## src/rtl/modmul_vec_ctrl_if.sv

```systemverilog
// Command, SRAM and mod_mul handshake bundle for modmul_vec_ctrl.
// master: controller view; slave: command block / SRAM / mod_mul lane view.
interface modmul_vec_ctrl_if #(
    parameter int NBITS = 128,
    parameter int ABITS = 12
);
    logic               start_p;
    logic               nmul_cfg;
    logic [ABITS:0]     len;
    logic [ABITS-1:0]   src_a_base;
    logic [ABITS-1:0]   src_b_base;
    logic [ABITS-1:0]   dst_base;
    logic               busy;
    logic               done_p;
    logic               err_timeout;
    logic               rd_en;
    logic [ABITS-1:0]   rd_addr_a;
    logic [ABITS-1:0]   rd_addr_b;
    logic [NBITS-1:0]   rd_data_a;
    logic [NBITS-1:0]   rd_data_b;
    logic               wr_en;
    logic [ABITS-1:0]   wr_addr;
    logic [2*NBITS-1:0] wr_data;
    logic               mm_enable_p;
    logic               mm_nmul;
    logic [NBITS-1:0]   mm_a;
    logic [NBITS-1:0]   mm_b;
    logic [NBITS-1:0]   mm_y;
    logic [2*NBITS-1:0] mm_y_nom_mul;
    logic               mm_done_irq_p;

    modport master (
        input  start_p, nmul_cfg, len, src_a_base, src_b_base, dst_base,
               rd_data_a, rd_data_b, mm_y, mm_y_nom_mul, mm_done_irq_p,
        output busy, done_p, err_timeout, rd_en, rd_addr_a, rd_addr_b,
               wr_en, wr_addr, wr_data, mm_enable_p, mm_nmul, mm_a, mm_b
    );

    modport slave (
        output start_p, nmul_cfg, len, src_a_base, src_b_base, dst_base,
               rd_data_a, rd_data_b, mm_y, mm_y_nom_mul, mm_done_irq_p,
        input  busy, done_p, err_timeout, rd_en, rd_addr_a, rd_addr_b,
               wr_en, wr_addr, wr_data, mm_enable_p, mm_nmul, mm_a, mm_b
    );
endinterface

```

## src/rtl/modmul_vec_ctrl.sv

```systemverilog
// Element-wise vector multiply sequencer driving one mod_mul lane from dual-port operand SRAM.
// Optional done watchdog enabled by defining MODMUL_VEC_TIMEOUT_EN.
//
//  state | meaning
//  IDLE  | waiting for start_p
//  RD    | SRAM read of a[i], b[i]
//  LOAD  | capture read data into mm_a/mm_b
//  FIRE  | mm_enable_p pulse
//  WAIT  | waiting for mm_done_irq_p (watchdog runs here when enabled)
//  WR    | write y[i], advance index
//  DONE  | done_p pulse
module modmul_vec_ctrl #(
    parameter int NBITS     = 128,
    parameter int ABITS     = 12,
    parameter int TO_CYCLES = 1024
) (
    input  logic             clk,
    input  logic             rst_n,
    modmul_vec_ctrl_if.master bus
);
    typedef enum logic [2:0] {
        S_IDLE, S_RD, S_LOAD, S_FIRE, S_WAIT, S_WR, S_DONE
    } state_t;

    state_t             state_q, state_d;
    logic [ABITS:0]     len_q;
    logic [ABITS:0]     idx_q;
    logic [ABITS-1:0]   a_base_q, b_base_q, dst_base_q;
    logic               nmul_q;
    logic [NBITS-1:0]   mm_a_q, mm_b_q;
    logic [2*NBITS-1:0] res_q;
    logic               err_q;
    logic               timeout;
    logic               last_elem;

    assign last_elem = (idx_q + (ABITS+1)'(1)) >= len_q;

`ifdef MODMUL_VEC_TIMEOUT_EN
    localparam int CW = $clog2(TO_CYCLES + 1);
    logic [CW-1:0] to_cnt_q;

    // Loaded in FIRE so WAIT gets exactly TO_CYCLES cycles before terminal count.
    always_ff @(posedge clk or negedge rst_n) begin
        if (!rst_n) begin
            to_cnt_q <= '0;
        end else if (state_q == S_FIRE) begin
            to_cnt_q <= CW'(TO_CYCLES - 1);
        end else if (state_q == S_WAIT && to_cnt_q != '0) begin
            to_cnt_q <= to_cnt_q - CW'(1);
        end
    end

    assign timeout = (state_q == S_WAIT) && !bus.mm_done_irq_p && (to_cnt_q == '0);
`else
    localparam int to_cycles_unused = TO_CYCLES;
    assign timeout = 1'b0;
`endif

    always_ff @(posedge clk or negedge rst_n) begin
        if (!rst_n) begin
            state_q <= S_IDLE;
        end else begin
            state_q <= state_d;
        end
    end

    always_comb begin
        state_d = state_q;
        unique case (state_q)
            S_IDLE:  if (bus.start_p) state_d = (bus.len == '0) ? S_DONE : S_RD;
            S_RD:    state_d = S_LOAD;
            S_LOAD:  state_d = S_FIRE;
            S_FIRE:  state_d = S_WAIT;
            S_WAIT: begin
                if (bus.mm_done_irq_p) state_d = S_WR;
                else if (timeout)      state_d = S_DONE;
            end
            S_WR:    state_d = last_elem ? S_DONE : S_RD;
            S_DONE:  state_d = S_IDLE;
            default: state_d = S_IDLE;
        endcase
    end

    always_ff @(posedge clk or negedge rst_n) begin
        if (!rst_n) begin
            len_q      <= '0;
            idx_q      <= '0;
            a_base_q   <= '0;
            b_base_q   <= '0;
            dst_base_q <= '0;
            nmul_q     <= 1'b0;
            mm_a_q     <= '0;
            mm_b_q     <= '0;
            res_q      <= '0;
            err_q      <= 1'b0;
        end else begin
            if (state_q == S_IDLE && bus.start_p) begin
                len_q      <= bus.len;
                a_base_q   <= bus.src_a_base;
                b_base_q   <= bus.src_b_base;
                dst_base_q <= bus.dst_base;
                nmul_q     <= bus.nmul_cfg;
                idx_q      <= '0;
                err_q      <= 1'b0;
            end
            if (state_q == S_LOAD) begin
                mm_a_q <= bus.rd_data_a;
                mm_b_q <= bus.rd_data_b;
            end
            // Result is only valid in the done cycle, so hold it for the WR cycle.
            if (state_q == S_WAIT && bus.mm_done_irq_p) begin
                res_q <= nmul_q ? bus.mm_y_nom_mul : {{NBITS{1'b0}}, bus.mm_y};
            end
            if (state_q == S_WR) begin
                idx_q <= idx_q + (ABITS+1)'(1);
            end
            if (timeout) begin
                err_q <= 1'b1;
            end
        end
    end

    always_comb begin
        bus.busy        = (state_q != S_IDLE);
        bus.done_p      = (state_q == S_DONE);
        bus.rd_en       = (state_q == S_RD);
        bus.wr_en       = (state_q == S_WR);
        bus.mm_enable_p = (state_q == S_FIRE);
        bus.rd_addr_a   = '0;
        bus.rd_addr_b   = '0;
        bus.wr_addr     = '0;
        bus.wr_data     = '0;
        if (state_q == S_RD) begin
            bus.rd_addr_a = a_base_q + idx_q[ABITS-1:0];
            bus.rd_addr_b = b_base_q + idx_q[ABITS-1:0];
        end
        if (state_q == S_WR) begin
            bus.wr_addr = dst_base_q + idx_q[ABITS-1:0];
            bus.wr_data = res_q;
        end
    end

    assign bus.err_timeout = err_q;
    assign bus.mm_nmul     = nmul_q;
    assign bus.mm_a        = mm_a_q;
    assign bus.mm_b        = mm_b_q;
endmodule

```

## src/flat_wrapper.sv

```systemverilog
// flat-port wrapper written by rule: the top's interface ports become plain ports
module modmul_vec_ctrl_flat 
#(
    parameter int NBITS     = 128,
    parameter int ABITS     = 12,
    parameter int TO_CYCLES = 1024
)
  (clk, rst_n, bus_start_p, bus_nmul_cfg, bus_len, bus_src_a_base, bus_src_b_base, bus_dst_base, bus_rd_data_a, bus_rd_data_b, bus_mm_y, bus_mm_y_nom_mul, bus_mm_done_irq_p, bus_busy, bus_done_p, bus_err_timeout, bus_rd_en, bus_rd_addr_a, bus_rd_addr_b, bus_wr_en, bus_wr_addr, bus_wr_data, bus_mm_enable_p, bus_mm_nmul, bus_mm_a, bus_mm_b);
  modmul_vec_ctrl_if #(.NBITS(NBITS), .ABITS(ABITS)) bus_i ();
  input  logic clk;
  input  logic rst_n;
  input wire logic [$bits(bus_i.start_p)-1:0] bus_start_p;
  input wire logic [$bits(bus_i.nmul_cfg)-1:0] bus_nmul_cfg;
  input wire logic [$bits(bus_i.len)-1:0] bus_len;
  input wire logic [$bits(bus_i.src_a_base)-1:0] bus_src_a_base;
  input wire logic [$bits(bus_i.src_b_base)-1:0] bus_src_b_base;
  input wire logic [$bits(bus_i.dst_base)-1:0] bus_dst_base;
  input wire logic [$bits(bus_i.rd_data_a)-1:0] bus_rd_data_a;
  input wire logic [$bits(bus_i.rd_data_b)-1:0] bus_rd_data_b;
  input wire logic [$bits(bus_i.mm_y)-1:0] bus_mm_y;
  input wire logic [$bits(bus_i.mm_y_nom_mul)-1:0] bus_mm_y_nom_mul;
  input wire logic [$bits(bus_i.mm_done_irq_p)-1:0] bus_mm_done_irq_p;
  output wire logic [$bits(bus_i.busy)-1:0] bus_busy;
  output wire logic [$bits(bus_i.done_p)-1:0] bus_done_p;
  output wire logic [$bits(bus_i.err_timeout)-1:0] bus_err_timeout;
  output wire logic [$bits(bus_i.rd_en)-1:0] bus_rd_en;
  output wire logic [$bits(bus_i.rd_addr_a)-1:0] bus_rd_addr_a;
  output wire logic [$bits(bus_i.rd_addr_b)-1:0] bus_rd_addr_b;
  output wire logic [$bits(bus_i.wr_en)-1:0] bus_wr_en;
  output wire logic [$bits(bus_i.wr_addr)-1:0] bus_wr_addr;
  output wire logic [$bits(bus_i.wr_data)-1:0] bus_wr_data;
  output wire logic [$bits(bus_i.mm_enable_p)-1:0] bus_mm_enable_p;
  output wire logic [$bits(bus_i.mm_nmul)-1:0] bus_mm_nmul;
  output wire logic [$bits(bus_i.mm_a)-1:0] bus_mm_a;
  output wire logic [$bits(bus_i.mm_b)-1:0] bus_mm_b;
  assign bus_i.start_p = bus_start_p;
  assign bus_i.nmul_cfg = bus_nmul_cfg;
  assign bus_i.len = bus_len;
  assign bus_i.src_a_base = bus_src_a_base;
  assign bus_i.src_b_base = bus_src_b_base;
  assign bus_i.dst_base = bus_dst_base;
  assign bus_i.rd_data_a = bus_rd_data_a;
  assign bus_i.rd_data_b = bus_rd_data_b;
  assign bus_i.mm_y = bus_mm_y;
  assign bus_i.mm_y_nom_mul = bus_mm_y_nom_mul;
  assign bus_i.mm_done_irq_p = bus_mm_done_irq_p;
  assign bus_busy = bus_i.busy;
  assign bus_done_p = bus_i.done_p;
  assign bus_err_timeout = bus_i.err_timeout;
  assign bus_rd_en = bus_i.rd_en;
  assign bus_rd_addr_a = bus_i.rd_addr_a;
  assign bus_rd_addr_b = bus_i.rd_addr_b;
  assign bus_wr_en = bus_i.wr_en;
  assign bus_wr_addr = bus_i.wr_addr;
  assign bus_wr_data = bus_i.wr_data;
  assign bus_mm_enable_p = bus_i.mm_enable_p;
  assign bus_mm_nmul = bus_i.mm_nmul;
  assign bus_mm_a = bus_i.mm_a;
  assign bus_mm_b = bus_i.mm_b;
  modmul_vec_ctrl #(.NBITS(NBITS), .ABITS(ABITS), .TO_CYCLES(TO_CYCLES)) u_core (.clk(clk), .rst_n(rst_n), .bus(bus_i));
endmodule
```

## config.mk

```make
export PLATFORM = sky130hd
export DESIGN_NAME = modmul_vec_ctrl_flat
export DESIGN_NICKNAME = d
export VERILOG_FILES = /design/src/rtl/modmul_vec_ctrl_if.sv /design/src/rtl/modmul_vec_ctrl.sv /design/src/flat_wrapper.sv
export SDC_FILE = /design/constraint.sdc
export NUM_CORES = 1
export LEC_CHECK = 0
export ABC_CLOCK_PERIOD_IN_PS = 3000
export CORE_AREA = 10 10 478 480
export CTS_CLUSTER_DIAMETER = 100
export DETAILED_ROUTE_END_ITERATION = 6
export DIE_AREA = 0 0 488 490
export SLEW_MARGIN = 20
export SYNTH_ARGS = -nofsm -noshare
export SYNTH_HDL_FRONTEND = slang
export SYNTH_SLANG_ARGS = --single-unit
```

## constraint.sdc

```tcl
create_clock -name clk -period 3 [get_ports clk]
set_clock_uncertainty 0.1 [all_clocks]
set_input_delay 0.6 -clock clk [delete_from_list [all_inputs] [get_ports clk]]
set_output_delay 0.6 -clock clk [all_outputs]
set_load 0.1 [all_outputs]
```

* Word-level counts from Yosys, hierarchy flattened
Cells that the tools add are included.
Storage, ports and cells: register bits 578, input port bits 694
Operators by class: add/subtract/negate cells 4, $lt $le $gt $ge 1, equality and inequality tests 8, muxes and demuxes 12, reductions and logical operators 7
Operators with widths (number):
- $mux W256 | 2
- $add A12 B12 Y12 | 3
- $mux W12 | 3
- $mux W13 | 2
- $pmux W3 S6 | 1
- $add A13 B1 Y13 const B | 1
- $ge A13 B13 Y1 | 1
- $logic_not A13 Y1 | 1
- $mux W3 | 4
- $eq A3 B3 Y1 const B | 3
- $eq A3 B2 Y1 const B | 2
- $ne A2 B2 Y1 const B | 2
- $eq A3 B1 Y1 const B | 1
- $logic_not A3 Y1 | 1
- $reduce_bool A3 Y1 | 1
- $logic_and A1 B1 Y1 | 2
- $reduce_and A2 Y1 | 1
- $reduce_bool A2 Y1 | 1

* Depth between registers and ports, before layout
Gate-level depths: netlist (run 1).
depth after elaboration 4, depth in mapped cells 11, gate-level depth less buffers 11

* Worst setup path after synthesis (run 1)
No wires, ideal clock.
kind reg2out, start point register u_core.idx_q[0], end point output bus_wr_addr[10], arrival time 3.284 ns, required time 2.300 ns, setup slack -0.984 ns, cell stages (with the launch flop) 8, path buffers 0, path through dfrtp_1 ha_1 fa_1 a21oi_1 o2111ai_1 a211oi_1 o21ai_0 a21oi_1
Between the ends: longest elaborated chain between the ends 2
RTL lines:
- start, declared | line modmul_vec_ctrl.sv:27 | logic [ABITS:0] idx_q;
- start signal, assigned | line modmul_vec_ctrl.sv:115 | idx_q <= idx_q + (ABITS+1)'(1);
- $add A12 B12 Y12 | line modmul_vec_ctrl.sv:138 | bus.wr_addr = dst_base_q + idx_q[ABITS-1:0];
- $mux W12 | line modmul_vec_ctrl.sv:137 | if (state_q == S_WR) begin
- end, declared | line flat_wrapper.sv:30 | output wire logic [$bits(bus_i.wr_addr)-1:0] bus_wr_addr;
No other way between the ends.

* Worst setup path in the final report (run 1)
start point register u_core.idx_q[0], end point output bus_wr_addr[11]
Same word-level chain as after synthesis.

==> qor.csv, run 1 <==
stage,metric,value,unit
clock_tree,clk_latency,0.68,ns
final_layout,multi_input_area,12900,sq um
setup_path,end_kind,primary output,
setup_path,slowest_stage,dfrtp_2,
placement,placed_cell_area,45900,sq um
flow_run,maxCapViolations,0,
timing,rsz0062_at_grt,yes,
clock_tree,clk_pin_slew,0.06,ns
logic_synthesis,yosysTopAreaCell,dfrtp_1,
logic_synthesis,synth-seq-cells,578,
drt,drt_iter0_drc,1418,
setup_path,worst-path-max-fanout,4,
drt,wl_per_cell,29.0,um
floorplanning,io_pins,1249,
timing,slew_headroom,56.1,%
setup_path,crit_family,compound AO/OA/AOI/OAI gates,
logic_synthesis,synthFlopType,dfrtp_1,
power,power_leakage,21.9,nW
final_layout,nets,4601,
logic_synthesis,yosys_warnings,0,
final_layout,layoutNonFillerInstCount,6821,
floorplanning,start_util,12.3,%
floorplanning,rows,172,
floorplanning,dieHeight,490,um
power,p_total,60.4,mW
timing,hold_violations,0,
clock_tree,cts_root_buf,clkbuf_16,
drt,vias,25000,
clock_tree,cts_buffers,80,
timing,slew_violations,0,
timing,whs,0.359,ns
logic_synthesis,syn-num-nets,3195,
timing,post-route-min-period,3.64,ns
logic_synthesis,syn_inst,2451,
grt,grt_pass1_vias,26300,
final_layout,finish.utilization,23.7,%
timing,tightestPinTransition,0.658,ns
floorplanning,die-width,488,um
final_layout,layout-drive-gt1-share,41.0,%
clock_tree,cts_tree,done,
logic_synthesis,synth_top_area_share,53.9,%
placement,preCtsSetupSlack,-0.0755,ns
setup_path,crit_chain,ha_2 -> buf_4 -> a211oi_4 -> o211ai_1 -> nor4bb_2 -> or3_1 -> a21oi_4 -> buf_12,
drt,drtPass1Iterations,5,
clock_tree,clock_sinks,578,
drt,viasPerCell,3.67,
setup_path,cpPeakStageDelay,0.47,ns
timing,fmax,0.275,GHz
setup_path,crit_arrival,2.94,ns
timing,setup-violations-final,258,
clock_tree,cts_buffer_depth,3,
outcome,status,"finished, violations left",
hold_path,min_path_type,input port to register,
power,p_per_area,1160,nW/um^2
setup_path,crit_buf_inv,2,
placement,numPortBuffers,1247,
clock_tree,htreeDepth,3,
floorplanning,dieArea,239000,sq um
final_layout,n_fill_cell,23300,
logic_synthesis,ys_seq_area_share,53.9,%
setup_path,path_class,register to primary output,
placement,placed_cells,6536,
logic_synthesis,synthDistinctLibCells,56,
power,ir_worst_vdd,0.000578,V
placement,hpwl,165000,um
grt,antenna_found_initial,126,
timing,min_period_over_period,121,%
logic_synthesis,synthArstFlopShare,100,%
placement,gp_congestion,0.904,
timing,finalWorstSetupSlack,-0.640,ns
outcome,failed_checks,setup timing,
grt,grt_overflow,0,
floorplanning,core,219000,sq um
logic_synthesis,synth_enable_flop_cells,0,
logic_synthesis,synth_area_leaders,"dfrtp_1 54%, mux2_2 12%, and2_1 6.2%, nand2_1 6.0%, o21ai_0 5.7%",
final_layout,area_growth,93.1,%
setup_path,worstSetupStartpointType,register,
grt,grt_usage,15.8,%
final_layout,ff_latch_area,14500,sq um
drt,drc,0,
final_layout,fin_area,51900,sq um
setup_path,required,2.30,ns
logic_synthesis,syn_area,26900,sq um
grt,grt_max_degree,94,
grt,grt_pass1_wl,255000,um
drt,antenna_left,0,
timing,setup_tns,-33.40,ns
logic_synthesis,synth.avg_cell_area,11.0,sq um
drt,wirelength,198000,um
==> sequential cells by signal, summed over array words and instances, names as in the netlist <==
signal	flops
u_core.bus.mm_a	128
u_core.idx_q	13
u_core.res_q	256
u_core.a_base_q	12
u_core.b_base_q	12
u_core.dst_base_q	12
u_core.bus.mm_nmul	1
u_core.bus.mm_b	128
u_core.len_q	13
u_core.state_q	3
==> path summary, 6_finish.rpt <==
path	end	cells past startpoint	slack [ns]	startpoint
setup / recovery	bus_wr_addr[11]	8	-0.64	u_core.idx_q[0]
hold / removal	u_core.res_q[142]	3	0.36	bus_mm_y_nom_mul[142]
setup reg to reg	u_core.state_q[1]	13	0.05	u_core.idx_q[1]
hold reg to reg	u_core.res_q[64]	2	0.38	u_core.res_q[64]
max in group asynchronous	u_core.idx_q[5]	4	1.55	rst_n
min in group asynchronous	u_core.bus.mm_b[13]	2	0.37	rst_n
==> power by group <==
part,total [mW],switching (mW),internal (mW)
logic,36.7,25.6,11.1
clock network,10.0,4.17,5.85
registers,13.7,2.36,11.3
total,60.4,32.1,28.3
==> area by class of cell <==
cell class / count / share of cell area [%]
clock buffer: 102 / 4.27
sequential: 578 / 27.9
tap: 2871 / 6.93
clock inverter: 43 / 1.09
antenna: 30 / 0.145
timing repair buffer: 1485 / 34.5
inverter: 28 / 0.251
multi-input combinational: 1684 / 24.9
==> cells in the mapped netlist, drive strengths merged, types with 2 or more instances <==
cell     count
a211oi       9
a21boi       3
a21o         6
a21oi       34
a31o         3
a31oi        4
and2       266
and3         2
buf         94
clkbuf      67
dfrtp      578
fa           3
ha          47
inv         28
mux2       294
mux2i      130
nand2      431
nand2b       8
nand3       13
nand3b       2
nand4        7
nor2        28
nor3         6
nor3b        2
nor4         5
nor4bb       3
o2111ai      3
o211ai       4
o21ai      312
o31ai        6
or2          2
or3         11
xnor2       16
xor2        16
==> routing by layer <==
layer | GRT usage (%) | up-vias | part of all wire (%)
li1 | - | 11200 | -
met3 | 7.47 | 330 | 11
met4 | 4.03 | 26 | 2.8
met2 | 28.4 | 1213 | 50
met5 | 0 | - | 0.084
met1 | 16.4 | 12300 | 36
==> tightest hold or removal path, stage by stage <==
cell and delay, ns:
clkdlybuf4s50_1 0.40, nand2_1 0.07, o21ai_0 0.07
==> placed cells by master (no fill, tap or decap), types with 6 or more instances in the layout <==
cell type and count:
a21o_1 6, a21oi_1 15, a21oi_2 7, a21oi_4 12, and2_4 263, buf_12 344
buf_16 23, buf_4 386, buf_6 24, buf_8 12, bufinv_16 6, clkbuf_1 10
clkbuf_16 84, clkbuf_8 11, clkdlybuf4s50_1 692, clkinv_2 10, clkinv_4 7, clkinvlp_4 7
dfrtp_1 568, dfrtp_2 9, diode_2 30, ha_1 33, ha_4 13, inv_1 24
mux2_2 291, mux2i_1 130, nand2_1 431, nand2b_1 7, nand3_1 12, nand4_1 6
nor2_1 10, nor2_2 11, nor2_4 7, o21ai_0 291, o21ai_1 13, o21ai_2 6
or3_1 6, xnor2_1 12, xor2_1 13
==> cell families (layout without fill, tap and decap cells) <==
| family | after synthesis | after routing | share of synthesized area, % |
|---|---|---|---|
| adder cells (fa/ha/maj) | 50 | 50 | 2.41 |
| multiplexers | 424 | 424 | 17.2 |
| AND/OR/NAND/NOR | 788 | 788 | 14.2 |
| AO/OA/AOI/OAI | 389 | 389 | 7.70 |
| flip-flops | 578 | 578 | 53.9 |
| XOR/XNOR | 32 | 32 | 1.04 |
| buffers and inverters | 189 | 1658 | 3.59 |
| other | 1 | 31 | 0.0140 |
==> repair_timing <==
| item | in CTS | in global routing |
|---|---|---|
| setup buffers | 62 | 36 |
| hold buffers | 1 | 0 |
| gates resized for setup | 411 | 116 |
| endpoints found under the setup margin | 292 | 288 |
| gates cloned | 32 | 3 |
| pin swaps | 147 | 107 |
| hold endpoints to repair | 40 | 0 |
Note: power is estimated with default switching activity, not from simulation.
==> inputs of run 2 (changes only) <==
Settings changed: CORE_AREA 10 10 478 480 to 2 2 484 486, DIE_AREA 0 0 488 490 to 0 0 486 488.
==> qor.csv, run 2 (synthesis results as in run 1) <==
stage,metric,value,unit,change
drt,drt_iter0_drc,1227,,was 1418
power,p_per_area,1160,nW/um^2,about the same
power,p_total,60.7,mW,was 60.4 mW
setup_path,r2r_start,u_core.idx_q[5],,was u_core.idx_q[1]
clock_tree,clk_pin_slew,0.06,ns,about the same
setup_path,worstSetupStartpointType,register,,unchanged
setup_path,crit_chain,buf_6 -> fa_2 -> a21oi_4 -> o2111ai_4 -> o31ai_2 -> xor2_1 -> nor2_4 -> buf_12,,was ha_2 -> buf_4 -> a211oi_4 -> o211ai_1 -> nor4bb_2 -> or3_1 -> a21oi_4 -> buf_12
clock_tree,cts_root_buf,clkbuf_16,,unchanged
final_layout,area_growth,94.2,%,was 93.1%
grt,grt_usage,14.7,%,was 15.8%
placement,placed_cells,6715,,was 6536
clock_tree,cts_tree,done,,unchanged
placement,numPortBuffers,1247,,unchanged
drt,viasPerCell,3.55,,was 3.67
clock_tree,clock_sinks,578,,unchanged
floorplanning,io_pins,1249,,unchanged
grt,grt_overflow,0,,unchanged
floorplanning,core,232000,sq um,was 219000 sq um
setup_path,required,2.30,ns,about the same
floorplanning,start_util,11.6,%,was 12.3%
floorplanning,dieHeight,488,um,was 490 um
placement,hpwl,151000,um,was 165000 um
drt,drtPass1Iterations,5,,unchanged
setup_path,end_kind,primary output,,unchanged
hold_path,whs_path_depth,3,,unchanged
clock_tree,clk_latency,0.73,ns,was 0.68 ns
drt,wl_per_cell,25.9,um,was 29.0 um
timing,post-route-min-period,3.64,ns,about the same
hold_path,min-delay-start,bus_mm_y_nom_mul[192],,was bus_mm_y_nom_mul[142]
final_layout,regMostFlops,u_core.res_q,,unchanged
setup_path,r2r-end,u_core.state_q[1],,unchanged
setup_path,r2r_slack,0.03,ns,was 0.05 ns
timing,setup_tns,-73.70,ns,was -33.40 ns
drt,drc,0,,unchanged
final_layout,n_fill_cell,24800,,was 23300
timing,hold_violations,0,,unchanged
final_layout,mostFrequentLayoutCells,"692 x clkdlybuf4s50_1, 569 x dfrtp_1, 430 x nand2_1",,"was 692 x clkdlybuf4s50_1, 568 x dfrtp_1, 431 x nand2_1"
power,power_leakage,21.9,nW,about the same
setup_path,slowest_stage,dfrtp_2,,unchanged
final_layout,nets,4605,,was 4601
grt,grt_pass1_vias,25800,,was 26300
setup_path,cpPeakStageDelay,0.51,ns,was 0.47 ns
outcome,failed_checks,setup timing,,unchanged
setup_path,crit_buf_inv,2,,unchanged
grt,grt_max_degree,77,,was 94
drt,antenna_left,0,,unchanged
clock_tree,htreeDepth,3,,unchanged
timing,rsz0062_at_grt,yes,,unchanged
grt,grt_pass1_wl,235000,um,was 255000 um
flow_run,maxCapViolations,0,,unchanged
drt,wirelength,181000,um,was 198000 um
timing,setup-violations-final,284,,was 258
final_layout,final_common_cell,clkdlybuf4s50_1,,unchanged
clock_tree,cts_buffers,78,,was 80
setup_path,crit_family,compound AO/OA/AOI/OAI gates,,unchanged
outcome,status,"finished, violations left",,unchanged
timing,slew_headroom,56.5,%,was 56.1%
hold_path,min_path_type,input port to register,,unchanged
floorplanning,rows,177,,was 172
setup_path,crit_arrival,2.94,ns,about the same
final_layout,layoutNonFillerInstCount,7005,,was 6821
hold_path,min_to,u_core.res_q[192],,was u_core.res_q[142]
timing,slew_violations,0,,unchanged
final_layout,largest_reg_flops,256,,unchanged
timing,tightestPinTransition,0.652,ns,was 0.658 ns
setup_path,worst-path-max-fanout,7,,was 4
placement,gp_congestion,0.892,,was 0.904
setup_path,path_class,register to primary output,,unchanged
setup_path,reg2regPathDepth,11,,was 13
drt,vias,24800,,was 25000
power,ir_worst_vdd,0.000936,V,was 0.000578 V
timing,finalWorstSetupSlack,-0.642,ns,was -0.640 ns
clock_tree,cts_buffer_depth,3,,unchanged
timing,fmax,0.275,GHz,about the same
timing,min_period_over_period,121,%,about the same
timing,whs,0.348,ns,was 0.359 ns
grt,antenna_found_initial,108,,was 126
final_layout,layout-drive-gt1-share,41.2,%,was 41.0%
floorplanning,die-width,486,um,was 488 um
floorplanning,dieArea,237000,sq um,was 239000 sq um
## run 2: cell count changes in the layout (fill, tap and decap cells not counted), sizes merged
cell	before	now
clkinv	23	20
diode	30	38
clkbuf	105	100
bufinv	6	9
buf	789	797
clkinvlp	7	3
inv	35	40
## run 2: per-layer routing
layer	up-vias	global-route usage [%]	part of all wire, %
met1	12100	14.9	34
met3	347	7.45	12
li1	11200	-	-
met4	16	7.07	4.9
met5	-	0.327	0.10
met2	1229	24.9	49
## run 2: final cells by class
cell class,count,area (sq um),share of cell area (%)
clock buffers,99,2160,4.15
inverters,28,134,0.257
well taps,3043,3810,7.30
clock inverters,44,618,1.19
diodes,38,95.1,0.182
flip-flops and latches,578,14500,27.8
repair buffers,1491,17900,34.4
multi-input cells,1684,12900,24.8
## run 2: power by group
part,internal [mW],switching [mW]
clock,5.99,4.16
combinational,11.2,25.5
sequential,11.3,2.52
total,28.5,32.2
## run 2: worst max-delay path by stage
| stage | from | end | slack [ns] | cells after the start |
|---|---|---|---|---|
| detailed placement | u_core.idx_q[1] | bus_rd_addr_b[11] | -0.04 | 7 |
| global placement | u_core.idx_q[1] | bus_rd_addr_b[11] | -0.04 | 7 |
| CTS | u_core.idx_q[1] | bus_rd_addr_a[10] | -0.71 | 8 |
| floorplan | u_core.state_q[1] | bus_rd_addr_a[2] | -0.44 | 5 |
| global route | u_core.idx_q[6] | bus_rd_addr_a[11] | -0.77 | 6 |
| finish | u_core.idx_q[1] | bus_rd_addr_a[8] | -0.64 | 8 |
## run 2: worst reg2reg max path: stages (launching register included)
cell	delay [ns]
dfrtp_2	0.52
buf_4	0.19
nand4_4	0.15
nor3_4	0.24
and3_1	0.19
xor2_1	0.19
ha_1	0.29
nand4_1	0.13
buf_4	0.13
a21oi_2	0.03
or4b_4	0.53
and2_4	0.15
## run 2: repair_timing
item,in CTS,in global routing
gates cloned,26,1
endpoints found under the setup margin,296,298
pin swaps,181,79
hold buffers,1,0
setup buffers,81,31
resized for setup,491,73
endpoints found under the hold margin,38,0
## run 2: metrics by stage
stage / setup WS, ns / instance area, sq um / utilization (%)
floorplan: -0.441 / 27000 / -
global placement: -0.0416 / 46200 / 19.9
detailed placement: -0.0374 / 46200 / 19.9
CTS: -0.709 / 51800 / 22.4
global route: -0.775 / 52100 / 22.5
finish: -0.642 / 52200 / 22.5
